### config.mk
export PLATFORM = sky130hd
export DESIGN_NAME = instruction_fetch_unit
export DESIGN_NICKNAME = d
export VERILOG_FILES = /design/src/rtl/cpu_pkg.sv /design/src/rtl/fetch_pc_reg.sv /design/src/rtl/instruction_fetch_unit.sv
export SDC_FILE = /design/constraint.sdc
export NUM_CORES = 1
export LEC_CHECK = 0
export CAP_MARGIN = 20
export CELL_PAD_IN_SITES_DETAIL_PLACEMENT = 1
export CELL_PAD_IN_SITES_GLOBAL_PLACEMENT = 2
export CORE_ASPECT_RATIO = 1.5
export CORE_MARGIN = 2
export CORE_UTILIZATION = 29
export CTS_CLUSTER_SIZE = 10
export DETAILED_ROUTE_END_ITERATION = 12
export PLACE_DENSITY = 0.9
export SYNTH_ARGS = -nofsm -noshare
export SYNTH_HDL_FRONTEND = slang
export SYNTH_SLANG_ARGS = --single-unit
### constraint.sdc
create_clock -name clk -period 3.2 [get_ports clk]
set_clock_uncertainty 0.05 [all_clocks]
set_input_delay 0.48 -clock clk [delete_from_list [all_inputs] [get_ports clk]]
set_output_delay 0.48 -clock clk [all_outputs]
set_load 0.05 [all_outputs]
### src/rtl/cpu_pkg.sv
// Shared CPU definitions for the fetch stage.
//   fetch_state_e    : fetch FSM states (request, wait for data, hold for decode)
//   NOP_INST         : canonical RISC-V NOP (addi x0, x0, 0)
//   INST_BYTES       : bytes per instruction word (PC increment)
//   DEFAULT_RESET_PC : default PC loaded on reset
package cpu_pkg;

  typedef enum logic [1:0] {
    ST_REQ  = 2'd0,
    ST_WAIT = 2'd1,
    ST_HOLD = 2'd2
  } fetch_state_e;

  localparam logic [31:0] NOP_INST         = 32'h0000_0013;
  localparam int          INST_BYTES       = 4;
  localparam logic [31:0] DEFAULT_RESET_PC = 32'h0000_0000;

endpackage

### src/rtl/fetch_pc_reg.sv
// Program counter register for the fetch stage.
// Next-PC priority: reset > redirect > increment > hold.
// Ports:
//   clk            in   clock
//   reset          in   asynchronous, active-low reset (loads RESET_PC)
//   redirect_valid in   load redirect_pc (low two bits cleared)
//   redirect_pc    in   redirect target
//   incr           in   advance the PC by one instruction
//   pc             out  current PC
module fetch_pc_reg
  import cpu_pkg::*;
#(
  parameter logic [31:0] RESET_PC = DEFAULT_RESET_PC,
  parameter int          XLEN     = 32
) (
  input  logic            clk,
  input  logic            reset,
  input  logic            redirect_valid,
  input  logic [XLEN-1:0] redirect_pc,
  input  logic            incr,
  output logic [XLEN-1:0] pc
);

  logic [XLEN-1:0] pc_reg;
  logic [XLEN-1:0] pc_next;

  always_comb begin
    pc_next = pc_reg;
    if (redirect_valid) begin
      // Targets are always word aligned; low bits from execute are ignored.
      pc_next = redirect_pc & ~XLEN'(3);
    end else if (incr) begin
      pc_next = pc_reg + XLEN'(INST_BYTES);  // wraps modulo 2^XLEN
    end
  end

  always_ff @(posedge clk or negedge reset) begin
    if (!reset) begin
      pc_reg <= RESET_PC;
    end else begin
      pc_reg <= pc_next;
    end
  end

  assign pc = pc_reg;

endmodule

### src/rtl/instruction_fetch_unit.sv
// Multicycle fetch stage: owns the PC, issues one instruction-memory request
// at a time, latches the returned word and offers {pc, inst} to decode over a
// valid/ready handshake. Redirects from execute win over every other event
// and cause any in-flight response to be discarded.
// Ports:
//   clk, reset          clock; asynchronous active-low reset
//   imem_req/imem_addr  fetch request and word-aligned address (out)
//   imem_gnt            memory accepted the request (in)
//   imem_rvalid/rdata   returned instruction word (in)
//   redirect_valid/pc   PC change request from execute (in)
//   id_valid/id_ready   handshake with decode
//   id_inst/id_pc       instruction word and its PC (out, registered)
module instruction_fetch_unit
  import cpu_pkg::*;
#(
  parameter logic [31:0] RESET_PC = DEFAULT_RESET_PC,
  parameter int          XLEN     = 32
) (
  input  logic            clk,
  input  logic            reset,
  output logic            imem_req,
  output logic [XLEN-1:0] imem_addr,
  input  logic            imem_gnt,
  input  logic            imem_rvalid,
  input  logic [XLEN-1:0] imem_rdata,
  input  logic            redirect_valid,
  input  logic [XLEN-1:0] redirect_pc,
  output logic            id_valid,
  input  logic            id_ready,
  output logic [XLEN-1:0] id_inst,
  output logic [XLEN-1:0] id_pc
);

  fetch_state_e    state_reg, state_next;
  logic            drop_reg, drop_next;
  logic            id_valid_reg, id_valid_next;
  logic [XLEN-1:0] id_inst_reg, id_inst_next;
  logic [XLEN-1:0] id_pc_reg, id_pc_next;
  logic            pc_incr;
  logic [XLEN-1:0] pc;

  fetch_pc_reg #(
    .RESET_PC (RESET_PC),
    .XLEN     (XLEN)
  ) u_pc_reg (
    .clk            (clk),
    .reset          (reset),
    .redirect_valid (redirect_valid),
    .redirect_pc    (redirect_pc),
    .incr           (pc_incr),
    .pc             (pc)
  );

  always_ff @(posedge clk or negedge reset) begin
    if (!reset) begin
      state_reg    <= ST_REQ;
      drop_reg     <= 1'b0;
      id_valid_reg <= 1'b0;
      id_inst_reg  <= NOP_INST;
      id_pc_reg    <= RESET_PC;
    end else begin
      state_reg    <= state_next;
      drop_reg     <= drop_next;
      id_valid_reg <= id_valid_next;
      id_inst_reg  <= id_inst_next;
      id_pc_reg    <= id_pc_next;
    end
  end

  always_comb begin
    state_next    = state_reg;
    drop_next     = drop_reg;
    id_valid_next = id_valid_reg;
    id_inst_next  = id_inst_reg;
    id_pc_next    = id_pc_reg;
    pc_incr       = 1'b0;
    // Request is suppressed while reset is held so memory sees no request
    // before the unit is released.
    imem_req      = (state_reg == ST_REQ) && reset;
    imem_addr     = pc;

    if (redirect_valid) begin
      id_valid_next = 1'b0;
      unique case (state_reg)
        ST_REQ: begin
          // A grant in this cycle means the old-PC request is already out.
          if (imem_gnt) begin
            drop_next  = 1'b1;
            state_next = ST_WAIT;
          end
        end
        ST_WAIT: begin
          if (imem_rvalid) begin
            drop_next  = 1'b0;
            state_next = ST_REQ;
          end else begin
            drop_next  = 1'b1;
          end
        end
        ST_HOLD: begin
          // Any id_ready this cycle is ignored; no increment is applied.
          state_next = ST_REQ;
        end
        default: state_next = ST_REQ;
      endcase
    end else begin
      unique case (state_reg)
        ST_REQ: begin
          if (imem_gnt) state_next = ST_WAIT;
        end
        ST_WAIT: begin
          if (imem_rvalid) begin
            if (drop_reg) begin
              drop_next  = 1'b0;
              state_next = ST_REQ;
            end else begin
              id_inst_next  = imem_rdata;
              id_pc_next    = pc;
              id_valid_next = 1'b1;
              state_next    = ST_HOLD;
            end
          end
        end
        ST_HOLD: begin
          if (id_ready) begin
            id_valid_next = 1'b0;
            pc_incr       = 1'b1;
            state_next    = ST_REQ;
          end
        end
        default: state_next = ST_REQ;
      endcase
    end
  end

  assign id_valid = id_valid_reg;
  assign id_inst  = id_inst_reg;
  assign id_pc    = id_pc_reg;

endmodule

# After elaboration in Yosys (flattened, before gate mapping)
# Index checks and enable logic that the tools add are counted.
[word_totals]
register_bits = 100
in_bits = 70
out_inout_bits = 98
[classes]
add_sub_neg = 1
n_eq_ne = 7
muxes = 24
bitwise_logic = 2
n_reduce_logical = 11
[ops]
columns = ["op", "count"]
rows = [
  ["$mux W32", 2],
  ["$add A32 B3 Y32 const B", 1],
  ["$mux W1", 12],
  ["$mux W2", 6],
  ["$ne A3 B3 Y1 const B", 4],
  ["$reduce_and A4 Y1", 3],
  ["$reduce_bool A2 Y1", 4],
  ["$pmux W2 S3", 1],
  ["$pmux W1 S2", 2],
  ["$pmux W2 S2", 1],
  ["$reduce_bool A3 Y1", 1],
  ["$eq A2 B1 Y1 const B", 1],
  ["$eq A2 B2 Y1 const B", 1],
  ["$logic_not A2 Y1", 1],
  ["$ne A2 B2 Y1 const B", 1],
  ["$not A1 Y1", 2],
  ["$reduce_and A2 Y1", 1],
  ["$logic_and A1 B1 Y1", 1],
]

# Logic depth before layout (Yosys ltp)
[logic_depth]
depth_word = 5
mapped_depth = 7

# Modules after synthesis
# From an unflattened synthesis, not the netlist that was laid out.
[hier_totals]
cells_unflattened = 344
area_unflattened_um2 = 4327.9
[modules_own_cells]
columns = ["module", "n_inst", "cells_each", "area_per_inst_um2", "seq_area_each_um2"]
rows = [
  ["instruction_fetch_unit", 1, 152, 2598.7, 1705.4],
  ["fetch_pc_reg", 1, 192, 1729.2, 750.7],
]

# Worst setup path before layout
# OpenSTA, ideal clock, no wires.
[synth_timing]
path_type = "register to register"
start = "register u_pc_reg.pc_reg[10] (netlist: u_pc_reg.pc[10])"
end = "register u_pc_reg.pc_reg[27] (netlist: u_pc_reg.pc[27])"
t_arrival_ns = 2.240
required_ns = 3.068
path_slack_ns = 0.828
stages_incl_launch_ff = 7
n_path_buf = 2
period_less_slack_ns = 2.372
cell_sequence = "dfrtp_1 > buf_4 > nand4_1 > or4_1 > buf_2 > or4_1 > a31oi_1"
[synth_via]
elab_chain_len = 3
[synth_lines]
columns = ["item", "line_no", "rtl"]
rows = [
  ["start: declaration", "fetch_pc_reg.sv:24", "logic [XLEN-1:0] pc_reg;"],
  ["start signal: assignment", "fetch_pc_reg.sv:41", "pc_reg <= pc_next;"],
  ["$add A32 B3 Y32", "fetch_pc_reg.sv:33", "pc_next = pc_reg + XLEN'(INST_BYTES);"],
  ["$mux W32", "fetch_pc_reg.sv:32", "end else if (incr) begin"],
  ["$mux W32", "fetch_pc_reg.sv:29", "if (redirect_valid) begin"],
]
# Every way passes these cells. The select of a mux whose other input is x is not followed.
# A chain may end at the register's enable or synchronous reset.

# Worst setup path after layout
[layout_timing]
start = "input id_ready"
end = "register u_pc_reg.pc_reg[20] (netlist: u_pc_reg.pc[20])"
[layout_via]
elab_chain_len = 4
[layout_lines]
columns = ["item", "line_no", "rtl"]
rows = [
  ["start: declaration", "instruction_fetch_unit.sv:29", "input logic id_ready,"],
  ["$mux W1", "instruction_fetch_unit.sv:125", "if (id_ready) begin"],
  ["$mux W1", "instruction_fetch_unit.sv:107", "unique case (state_reg)"],
  ["$mux W1", "instruction_fetch_unit.sv:82", "if (redirect_valid) begin"],
  ["$reduce_bool A2 Y1 (no line)", "n/a", ""],
]
# Every way passes these cells.

==> run summary <==
Finished Core Util: 44.1%
Die X: 103 µm
Fmax achieved: 400 MHz
Worst-path clk slew: 0.08 ns
WL/cell: 17.7 µm
Pin count of the biggest net entering global routing: 54
Filler cells: 1,589
Initial antenna violation count: 0
Vias in the first global route: 3,796
Multiplexer share of the synthesized area: 16.5%
Simple-gate area share of the yosys netlist: 14.4%
Remaining Overflow, GRT: 0
Die height: 153 µm
Final Slew Violations: 0
Net switching power: 2.78 mW
Synth area leader: dfrtp_1
DRT iter0 DRCs: 92
Worst slew pin tran: 0.715 ns
Switch share: 44.7%
Synth Area in XOR/XNOR: 1.63%
Final period utilization: 78.1%
Arr. time, crit path: 2.71 ns
Reg area: 2410 µm²
Pwr per Cell Area: 971 nW/µm²
Critical Path, Cell by Cell: clkdlybuf4s50_1 -> and4b_1 -> nand4_2 -> buf_4 -> or4_1 -> a31oi_1
Worst-case vdd ir drop: 0.407 mV
# H-tree levels: 3
Critical Path RT: 3.41 ns
Crit path kind: input pin to register
Hold WC Path Type: input pin to asynchronous set/reset pin
Main area contributors after synthesis: dfrtp_1, mux2_2, or4_1
Max reg flops: 32
Netlist cell types: 43
Gpl congestion: 0.750
Finished Layout Cells: 716
Multi-input logic area: 1740 µm²
Sequential share of power: 31.2%
Total Neg Setup Slack: 0 ns
Sequential element share of the synthesized area: 56.1%
Post-CTS Setup Bufs: 0
TritonCTS clock tree: yes
Yosys top cell area share: 54.3%
Post-CTS sizing: 0
Period minus WS final: 2.50 ns
CP startpoint kind: input pin
Endpoints failing hold: 0
Gr usage total: 16.4%
Async SR Flop Fraction: 100%
Largest family of logic cells by synthesized area: multiplexers
Port bufs: 161
Area delta synth->final: 49.3%
First-pass GRT wire length: 19.8 mm
Initial core utilization: 29.5%
RSZ-0062 raised after global routing: no
Clk pwr share: 18.2%
Die ar.: 15,800 µm²
Vias: 3,454
Most frequent cell after synthesis: dfrtp_1
Max incr delay on CP: 0.55 ns
Max Fanout on Critical Path: 11
Fraction of layout cells with a size suffix above 1: 19.2%
Slew headroom: 52.4%
Vias per cell: 4.82
Outcome: finished clean
Top cells by count, synth: dfrtp_1, mux2_2, nand2_1
Mapped cell area: 4290 µm²
Inserted Diodes: 0
Max-capacitance violation count: 0
Number of synthesized flops with an enable pin: 0
Compound-Gate Fraction of Synth Area: 7.24%
Top FF cell, synth: dfrtp_1
Int Power: 3.44 mW
Worst Hold Slack: 0.231 ns
Crit path capture type: register
Avg Cell Area, Syn: 12.0 µm²
Layout Nets: 586
Drt pass-1 iters: 4
Clk buf depth: 2
Leak: 2.55 nW
Clock sink count: 96
Placed insts: 700
Worst path slowest cell: clkdlybuf4s50_1
Routed Antenna Nets: 0
IO Count: 168
Core Rows: 54
Endpoints failing setup: 0
Clock latency on the worst-skew pair: 0.34 ns
Post-route DRC violation count: 0
HPWL after DPL: 9.32 mm
Synth warn: 0
CTS Hold Bufs: 0
Drt total wl: 12.7 mm
Clock tree root driver cell: clkbuf_16
Adder-cell share of the synthesized area: 0.292%
Placeable Area: 14,500 µm²
Yosys reg bits: 96
Post-Syn Instances: 356
Combinational Power Share: 50.6%
Total Power: 6.22 mW
Number of CTS-inserted buffers: 9
[area by class of cell]
type / instances / area share [%]
tap: 196 / 3.83
clock inverter: 7 / 1.35
multi-input combinational: 233 / 27.2
inverter: 7 / 0.410
clock buffer: 9 / 3.52
sequential: 96 / 37.6
timing repair buffer: 168 / 26.1
[worst max-delay path, delay by kind of cell]
family,cells,cell delay [ns]
compound gates,1,0.21
buf+inv,2,0.85
simple gates,3,1.17
[cells by family (layout without fill, tap and decap cells)]
| kind of cell | count (synthesis) | count (layout) |
|---|---|---|
| AO/OA/AOI/OAI | 49 | 49 |
| XOR/XNOR | 8 | 8 |
| adder cells (fa/ha/maj) | 1 | 1 |
| buffers and inverters | 30 | 191 |
| flip-flops | 96 | 96 |
| multiplexers | 63 | 63 |
| other | 1 | 4 |
| AND/OR/NAND/NOR | 108 | 108 |
[path summary, 6_finish.rpt]
| path | slack [ns] | startpoint | cells past startpoint | end |
|---|---|---|---|---|
| min in group clk | 0.45 | id_pc[24]$_DFFE_PN0P_ | 1 | id_pc[24]$_DFFE_PN0P_ |
| worst max-delay path | 0.70 | id_ready | 6 | u_pc_reg.pc[20]$_DFFE_PN0P_ |
| max in group asynchronous | 1.83 | reset | 3 | id_inst[4]$_DFFE_PN1P_ |
| worst min-delay path | 0.23 | reset | 2 | id_inst[29]$_DFFE_PN0P_ |
| worst min register to register | 0.45 | id_pc[24]$_DFFE_PN0P_ | 1 | id_pc[24]$_DFFE_PN0P_ |
| worst max register to register | 0.80 | u_pc_reg.pc[2]$_DFFE_PN0P_ | 6 | u_pc_reg.pc[20]$_DFFE_PN0P_ |
[metal layers]
metal / track usage (%) / share of wire (%) / vias to the layer above
met2: 30.0 / 54 / 114
met5: 0 / 0 / -
met3: 2.93 / 5.0 / 16
li1: - / - / 1614
met1: 18.2 / 39 / 1710
met4: 6.20 / 2.2 / 0
[layout by cell type, fill, tap and decap left out, types with 3 or more instances in the layout]
cell type	synthesis	routed
a21oi_1	4	4
a31oi_1	15	15
and4_1	3	3
buf_4	5	7
clkbuf_16	0	9
clkdlybuf4s50_1	0	160
conb_1	1	4
dfrtp_1	93	93
dfstp_2	3	3
inv_1	6	6
mux2_2	62	62
nand2_1	25	25
nand3_1	14	14
nand4_1	4	4
nor2_1	20	19
o211ai_1	5	5
o21ai_0	12	12
o31ai_1	12	12
or3_1	4	4
or4_1	19	19
xnor2_1	3	3
xor2_1	5	5
[per-stage QoR]
stage	cell area, µm²	setup WS (ns)
finish	6400	0.701
global route	6400	0.577
CTS	6400	0.695
detailed placement	6090	0.365
global placement	6090	0.441
floorplan	4300	0.828
[power by group through the flow]
| stage | logic (mW) | registers [mW] | clock network [mW] |
|---|---|---|---|
| finish | 3.15 | 1.94 | 1.13 |
| global route | 3.28 | 2.01 | 1.21 |
| CTS | 3.18 | 1.95 | 1.17 |
| detailed placement | 3.17 | 1.98 | 0 |
| global placement | 3.12 | 1.93 | 0 |
| floorplan | 0.530 | 3.45 | 0 |
No activity file was read; power rests on OpenSTA's default activity.
